===== config.mk =====
export PLATFORM = sky130hd
export DESIGN_NAME = tetris_piece_gen
export DESIGN_NICKNAME = d
export VERILOG_FILES = /design/src/rtl/tetris_pkg.sv /design/src/rtl/tetris_lfsr16.sv /design/src/rtl/tetris_piece_gen.sv
export SDC_FILE = /design/constraint.sdc
export NUM_CORES = 1
export LEC_CHECK = 0
export BUFFER_PORTS_ARGS = -buffer_cell sky130_fd_sc_hd__buf_2
export CORE_ASPECT_RATIO = 0.6
export CORE_MARGIN = 5
export CORE_UTILIZATION = 26
export DETAILED_ROUTE_END_ITERATION = 10
export PLACE_DENSITY = 0.41
export SKIP_CTS_REPAIR_TIMING = 1
export SLEW_MARGIN = 20
export SYNTH_ARGS = -nofsm -noshare
export SYNTH_HDL_FRONTEND = slang
export SYNTH_SLANG_ARGS = --single-unit

===== constraint.sdc =====
create_clock -name clk -period 17.35 [get_ports clk]
set_input_delay 3.47 -clock clk [delete_from_list [all_inputs] [get_ports clk]]
set_output_delay 3.47 -clock clk [all_outputs]
set_load 0.1 [all_outputs]

===== src/rtl/tetris_pkg.sv =====
`default_nettype none
// +--------------------------------------------------------------------------+
// | tetris_pkg: shared piece types, spawn constants and helpers              |
// | Rev 1.0                                                                  |
// +--------------------------------------------------------------------------+
package tetris_pkg;

    typedef enum logic [2:0] {
        PIECE_I = 3'd0,
        PIECE_O = 3'd1,
        PIECE_T = 3'd2,
        PIECE_S = 3'd3,
        PIECE_Z = 3'd4,
        PIECE_J = 3'd5,
        PIECE_L = 3'd6
    } piece_type_t;

    typedef enum logic [1:0] {
        ROT_0   = 2'd0,
        ROT_90  = 2'd1,
        ROT_180 = 2'd2,
        ROT_270 = 2'd3
    } rotation_t;

    typedef struct packed {
        piece_type_t ptype;
        rotation_t   rotation;
        logic [3:0]  x;
        logic [4:0]  y;
    } active_piece_t;

    // Bit n set means piece_type_t value n is still in the current bag.
    typedef logic [6:0] bag_mask_t;

    localparam logic [15:0] LFSR_TAPS  = 16'hB400;
    localparam logic [3:0]  SPAWN_X    = 4'd7;
    localparam logic [4:0]  SPAWN_Y    = 5'd0;
    localparam bag_mask_t   c_BAG_FULL = 7'h7F;

    function automatic active_piece_t make_piece(input piece_type_t ptype);
        active_piece_t p;
        p.ptype    = ptype;
        p.rotation = ROT_0;
        p.x        = SPAWN_X;
        p.y        = SPAWN_Y;
        return p;
    endfunction

endpackage
`default_nettype wire


===== src/rtl/tetris_lfsr16.sv =====
`default_nettype none
// +--------------------------------------------------------------------------+
// | tetris_lfsr16: free-running 16-bit Galois LFSR with guarded reload       |
// | Rev 1.0                                                                  |
// +--------------------------------------------------------------------------+
module tetris_lfsr16
    import tetris_pkg::*;
#(
    parameter logic [15:0] SEED = 16'hACE1
) (
    input  logic       clk,
    input  logic       reset,
    input  logic       load_i,
    input  logic [15:0] load_val_i,
    output logic [7:0] rnd_o
);

    localparam logic [15:0] c_RESET_VAL = (SEED == 16'h0000) ? 16'h0001 : SEED;

    logic [15:0] state_q;
    logic [15:0] state_d;

    // A zero state would lock the register, so a zero load becomes 1.
    always_comb begin
        state_d = state_q >> 1;
        if (load_i) begin
            state_d = (load_val_i == 16'h0000) ? 16'h0001 : load_val_i;
        end else if (state_q[0]) begin
            state_d = (state_q >> 1) ^ LFSR_TAPS;
        end
    end

    always_ff @(posedge clk) begin
        if (reset) begin
            state_q <= c_RESET_VAL;
        end else begin
            state_q <= state_d;
        end
    end

    assign rnd_o = state_q[7:0];

endmodule
`default_nettype wire


===== src/rtl/tetris_piece_gen.sv =====
`default_nettype none
// +--------------------------------------------------------------------------+
// | tetris_piece_gen: 7-bag spawn-piece generator with preview queue         |
// | Rev 1.0                                                                  |
// +--------------------------------------------------------------------------+
module tetris_piece_gen
    import tetris_pkg::*;
#(
    parameter logic [15:0] LFSR_SEED     = 16'hACE1,
    parameter int          PREVIEW_DEPTH = 3
) (
    input  logic                              clk,
    input  logic                              reset,
    input  logic                              piece_ready,
    output logic                              piece_valid,
    output active_piece_t                     piece_out,
    output piece_type_t [PREVIEW_DEPTH-1:0]   preview,
    input  logic                              seed_load,
    input  logic [15:0]                       seed
);

    localparam int QLEN = PREVIEW_DEPTH + 1;

    typedef enum logic [0:0] {
        ST_FILL = 1'b0,
        ST_RUN  = 1'b1
    } state_t;

    state_t                  state_q;
    piece_type_t [QLEN-1:0]  queue_q;
    bag_mask_t               mask_q;
    bag_mask_t               mask_d;
    logic [2:0]              fill_cnt_q;
    logic                    valid_q;

    logic [7:0]              w_rnd;
    logic [2:0]              w_count;
    logic [2:0]              w_div;
    logic [2:0]              w_k;
    logic [2:0]              w_seen;
    piece_type_t             w_pick;
    bag_mask_t               w_mask_clr;
    logic                    w_draw;

    tetris_lfsr16 #(
        .SEED       (LFSR_SEED)
    ) u_lfsr (
        .clk        (clk),
        .reset      (reset),
        .load_i     (seed_load),
        .load_val_i (seed),
        .rnd_o      (w_rnd)
    );

    always_comb begin
        w_count = 3'd0;
        for (int i = 0; i < 7; i++) begin
            w_count = w_count + {2'b00, mask_q[i]};
        end
    end

    // The mask is never empty, so the zero-divisor branch is unreachable.
    assign w_div = (w_count == 3'd0) ? 3'd1 : w_count;
    assign w_k   = 3'(w_rnd % {5'd0, w_div});

    always_comb begin
        w_pick = PIECE_I;
        w_seen = 3'd0;
        for (int i = 0; i < 7; i++) begin
            if (mask_q[i]) begin
                if (w_seen == w_k) begin
                    w_pick = piece_type_t'(3'(i));
                end
                w_seen = w_seen + 3'd1;
            end
        end
    end

    assign w_mask_clr = mask_q & ~(7'b000_0001 << w_pick);
    assign mask_d     = (w_mask_clr == 7'h00) ? c_BAG_FULL : w_mask_clr;
    assign w_draw     = (state_q == ST_FILL) || (valid_q && piece_ready);

    always_ff @(posedge clk) begin
        if (reset || seed_load) begin
            state_q    <= ST_FILL;
            mask_q     <= c_BAG_FULL;
            fill_cnt_q <= 3'd0;
            valid_q    <= 1'b0;
            for (int i = 0; i < QLEN; i++) begin
                queue_q[i] <= PIECE_I;
            end
        end else if (w_draw) begin
            mask_q <= mask_d;
            for (int i = 0; i < QLEN - 1; i++) begin
                queue_q[i] <= queue_q[i+1];
            end
            queue_q[QLEN-1] <= w_pick;
            if (state_q == ST_FILL) begin
                if (fill_cnt_q == 3'(PREVIEW_DEPTH)) begin
                    state_q <= ST_RUN;
                    valid_q <= 1'b1;
                end else begin
                    fill_cnt_q <= fill_cnt_q + 3'd1;
                end
            end
        end
    end

    assign piece_valid = valid_q;
    assign piece_out   = make_piece(queue_q[0]);

    for (genvar g = 0; g < PREVIEW_DEPTH; g++) begin : g_preview
        assign preview[g] = queue_q[g+1];
    end

endmodule
`default_nettype wire


* Yosys cells after proc, flatten, opt, wreduce, memory -nomap -nowiden
Index checks and enable logic that the tools add are counted.
** Word-level totals
- Input port bits :: 20
- Word-level logic and storage cells :: 68
- Output and inout port bits :: 24
- Flip-flop bits (word level) :: 40
** Operators by class
- Multiplexer cells :: 25
- Bitwise operators :: 5
- Shift-type cells :: 1
- Div/mod/pow operators :: 1
- Add/subtract/negate cells :: 12
- Eq/ne operators :: 7
- Reduce and logical (&&, ||, !) cells :: 8
** Operator list (count)
- 16-bit two-way mux :: 3
- 3-bit two-way mux :: 16
- 3-bit by 1-bit adder with 3-bit output (second input constant) :: 6
- 3-bit == test :: 6
- 16-bit zero test :: 1
- 3-bit by 1-bit adder with 3-bit output :: 4
- 8-bit by 3-bit modulo with 8-bit output :: 1
- 7-bit AND :: 1
- 7-bit zero test :: 1
- 7-bit two-way mux :: 1
- 7-bit NOT :: 1
- 1-bit by 3-bit << shifter with 7-bit output (first input constant) :: 1
- 3-bit AND reduction :: 2
- 1-bit two-way mux :: 5
- 3-bit NOT with 4-bit output :: 1
- 2-bit by 1-bit adder with 3-bit output :: 1
- 3-bit by 2-bit == test with 1-bit output (second input constant) :: 1
- 3-bit zero test :: 1
- 1-bit by 1-bit adder with 2-bit output :: 1
- 1-bit logical OR :: 2
- 1-bit NOT :: 2
- 1-bit logical AND :: 1

* Depth between registers and ports, before layout
- Word-level depth :: 27
- Depth in mapped cells :: 53
- Depth with buffers taken out :: 51

* By module
From an unflattened synthesis, not the netlist that was laid out.
** Second synthesis, totals
- Cells, all modules :: 531
- Area, all modules :: 4176.5 sq um
** By module, submodules not included
- tetris_piece_gen :: cells an instance 462, sequential area each 480.5 sq um, times used 1, area an instance 3460.8 sq um
- tetris_lfsr16 :: cells an instance 69, sequential area each 320.3 sq um, times used 1, area an instance 715.7 sq um

* Least setup slack after synthesis
No wires, ideal clock.
- Kind :: flip-flop to flip-flop
- Start :: reg mask_q[0]
- End :: reg mask_q[0]
- Arrival :: 12223 ps
- Stages on the path, launching flop included :: 51
- Buffers on the path :: 1
- Period minus slack after synthesis :: 12318 ps
- Data required time :: 17255 ps
- Path slack :: 5032 ps
- Setup time :: 95 ps
- Cells stage by stage :: dfxtp_1 > inv_1 > fa_1 > fa_1 > fa_1 > inv_1 > fa_1 > buf_6 > o21ai_0 > inv_1 > ha_1 > nor2_1 > o31a_1 > or2_2 > ha_1 > a21o_1 > o21ai_0 > o21ai_0 > [... 15 more ...] > a31o_2 > o41ai_1 > xnor2_1 > ha_1 > a21o_1 > a21o_1 > nor4b_4 > mux2_2 > ha_1 > a21o_1 > a2111oi_4 > o211ai_4 > a2111o_1 > o21ai_1 > o21a_1 > a31oi_1 > a211o_1 > o311ai_1
** On the way
- Word-level cells in the longest chain between the ends :: 27
- Elaborated cells between the ends (all ways) :: 43
- Classes of those cells :: add/sub: 11; div: 1; eq/ne: 6; shift: 1; mux: 20; bitwise: 2; reduce/logical: 2
** Ends and longest elaborated chain
- from (decl) :: line tetris_piece_gen.sv:31 : bag_mask_t mask_q;
- from (signal assigned) :: line tetris_piece_gen.sv:86 : mask_q <= c_BAG_FULL;
- from (signal assigned) :: line tetris_piece_gen.sv:93 : mask_q <= mask_d;
- 1-bit by 1-bit adder with 2-bit output :: line tetris_piece_gen.sv:58 : w_count = w_count + {2'b00, mask_q[i]};
- 2-bit by 1-bit adder with 3-bit output :: line tetris_piece_gen.sv:58
- 3-bit by 1-bit adder with 3-bit output (4 in series) :: line tetris_piece_gen.sv:58
- 3-bit zero test :: line tetris_piece_gen.sv:63 : assign w_div = (w_count == 3'd0) ? 3'd1 : w_count;
- 3-bit two-way mux :: line tetris_piece_gen.sv:63
- 8-bit by 3-bit modulo with 8-bit output :: line tetris_piece_gen.sv:64 : assign w_k = 3'(w_rnd % {5'd0, w_div});
- 3-bit == test :: line tetris_piece_gen.sv:71 : if (w_seen == w_k) begin
- 1-bit two-way mux :: line tetris_piece_gen.sv:71
- [... 8 more ...]
- 3-bit two-way mux :: line tetris_piece_gen.sv:70 : if (mask_q[i]) begin
- 3-bit two-way mux :: line tetris_piece_gen.sv:71
- 3-bit two-way mux :: line tetris_piece_gen.sv:70
- 1-bit by 3-bit << shifter with 7-bit output :: line tetris_piece_gen.sv:79 : assign w_mask_clr = mask_q & ~(7'b000_0001 << w_pick);
- 7-bit NOT :: line tetris_piece_gen.sv:79
- 7-bit AND (*) :: line tetris_piece_gen.sv:79
- 7-bit zero test :: line tetris_piece_gen.sv:80 : assign mask_d = (w_mask_clr == 7'h00) ? c_BAG_FULL : w_mask_clr;
- 7-bit two-way mux (*) :: line tetris_piece_gen.sv:80
Mark *: on every way between the ends. The rest lies on a longest branch, timed or not.
A chain may end at the register's enable or synchronous reset.

* Worst setup path after layout
- Start :: reg mask_q[0]
- End :: reg mask_q[1]
The elaborated chain is that of the path after synthesis.

==> results.yml <==
run_status:
  outcome: "completed"
global_routing:
  grt_pass1_wl_um: 17000
  grt_max_degree: 22
  grtUsageTotal_pct: 12.46
  grt_pass1_vias: 3135
  grt_overflow_total: 0
  grt_antenna_before_repair: 0
clocking:
  clk_path_buf_depth: 2
  clockRootBuffer: "clkbuf_16"
  clk_pin_slew_ns: 0.06
  htreeDepth: 2
  clk-insertion-delay-late_ns: 0.29
  cts_sinks: 40
  cts_tree: "built"
  cts_buffers: 5
floorplanning:
  die-area_um2: 17020
  core_area_um2: 14340
  io_pins: 44
  die_w_um: 165.1
  initial_core_util_pct: 26.18
  rows: 34
  die_h_um: 103.1
route:
  via_per_inst: 5.024
  wl_per_cell_um: 15.17
  vias: 3406
  drc: 0
  postRouteAntennaNets: 0
  wirelength_um: 10290
  drtIter0Drc: 236
  first_pass_iters: 4
synth:
  synth_edf_count: 0
  ys_seq_area_share_pct: 21.33
  yosysWarnings: 0
  synth_compound_area_share_pct: 25.50
  syn-instance-count: 456
  yosys_register_bits: 40
  ys_async_sr_fraction_pct: 0
  avgSynthCellArea_um2: 8.232
  synth_top_family_by_area: "compound AO/OA/AOI/OAI gates"
  synth_mux_area_share_pct: 7.800
  syn_area_um2: 3754
  synth_adder_area_share_pct: 10.00
  synth-simple-area-share_pct: 19.57
  synth_cell_types: 79
  synth-main-ff-cell: "dfxtp_1"
  post_synth_xor_area_fraction_pct: 8.367
setup_path:
  critPathKind: "flip-flop to flip-flop"
  crit_slowest_cell: "o41ai_1"
  start_kind: "flip-flop"
  cp-end-kind: "flip-flop"
  path_max_fanout: 13
  worst_path_most_repeated_cell: "ha_1"
  r2r_start: "mask_q[0]"
  critPathMaxStageDelay_ns: 0.61
  crit_start: "mask_q[0]"
  worstPathArrival_ns: 14.31
  cp.required_ns: 17.52
min_path:
  hold_class: "flip-flop to flip-flop"
  hp-start: "piece_out[13]"
sta:
  hold_violations: 0
  fmax_mhz: 70.76
  maxSlewViolCount: 0
  worstMarginPinSlew_ns: 0.7119
  period_needed_ns: 14.13
  setup_viol_count_final: 0
  holdWs_ns: 0.4481
  min_period_over_period_pct: 81.46
  skew_ns: 0.01103
  rsz0062_at_grt: "false"
  setup_ws_ns: 3.217
  slew_headroom_pct: 52.18
  tns_ns: 0
layout:
  final_nets: 526
  drive_gt1_share_pct: 15.21
  antennaDiodeCount: 0
  areaGrowthSynthToFinish_pct: 12.43
  layout_commonest_cell: "nand2_1"
  final_cell_mix: "nand2_1 (46), nor2_1 (42), dfxtp_1 (40), buf_2 (32), inv_1 (28)"
  finalNonFillerCells: 678
place:
  gp_congestion: 0.8444
  dp_worst_setup_slack_ns: 3.275
  dp_cells: 670
  portBuffers: 32
  place_hpwl_um: 8313
flow_run:
  maxCapViolations: 0
[cells by family after synthesis]
family | after synthesis
other cells | 2
mux | 26
simple gates | 145
fa+ha+maj | 27
flops | 40
xor+xnor | 35
buf+inv | 56
compound gates | 125
[layout make-up]
| class | count | area, um2 |
|---|---|---|
| Multi-Input combinational cell | 369 | 2719 |
| Clock inverter | 3 | 46.29 |
| Inverter | 30 | 113.9 |
| Sequential cell | 40 | 800.8 |
| Timing Repair Buffer | 33 | 167.7 |
| Fill cell | 1559 | 10120 |
| Tap cell | 198 | 247.7 |
| Clock buffer | 5 | 125.1 |
[layer usage]
layer / routed length, um / global-route usage (%)
met5: 0 / 0
met2: 3810 / 15.73
met4: 33 / 1.661
met3: 528 / 3.076
met1: 5914 / 20.72
[flip-flops by register name (all words and copies together) (netlist names)]
register	count
u_lfsr.state_q	16
piece_out	3
piece_valid	1
fill_cnt_q	3
mask_q	7
preview	9
state_q	1
[path summary, 6_finish.rpt]
path / to / slack [ns] / cells after the start
worst max register to register: mask_q[1] / 3.22 / 51
worst min-delay path: piece_out[13] / 0.45 / 2
worst min register to register: piece_out[13] / 0.45 / 2
worst max-delay path: mask_q[1] / 3.22 / 51
[cells in the mapped netlist (3+ instances only)]
cell type   n  area share [%]
mux2i_1    19             5.1
o41ai_1     3            0.70
o211a_1     3            0.80
a31oi_1     3            0.50
nand3_1    10             1.3
a21o_1      7             1.4
o311a_1     3            0.80
xnor2_1    23             5.4
nand2_1    46             4.6
buf_4      11             2.2
nor4_1      5            0.83
a211oi_1    7             1.4
nand2b_1    6             1.0
or2_2       3            0.50
o31ai_1     6             1.2
xor2_1     11             2.6
o21ai_0    22             2.9
nor3_1      9             1.2
dfxtp_1    40              21
o211ai_1    5             1.0
inv_1      28             2.8
o21a_1      7             1.4
nand4_1     3            0.50
buf_2       3            0.40
fa_1        5             2.7
clkbuf_1   10             1.0
o311ai_1    5             1.2
a21oi_1    23             3.1
nor2_1     42             4.2
ha_1       22             7.3
[worst max-delay path: cells and delay by family, from the launching register on]
| kind | cells | cell delay, ns |
|---|---|---|
| compound gates | 22 | 5.71 |
| xor+xnor | 2 | 0.42 |
| fa+ha+maj | 11 | 4.27 |
| buf+inv | 4 | 0.51 |
| flops | 1 | 0.42 |
| mux | 2 | 0.78 |
| simple gates | 10 | 1.88 |
[per-stage QoR]
step | utilization, % | instance area [um2]
global route | 29.44 | 4220
CTS | 29.41 | 4217
finish | 29.44 | 4220
detailed placement | 28.22 | 4045
global placement | 28.22 | 4045
floorplan | - | 3787
Power is not shown: default switching activity piles up to over one toggle a cycle in this logic, so the estimate is an artifact.
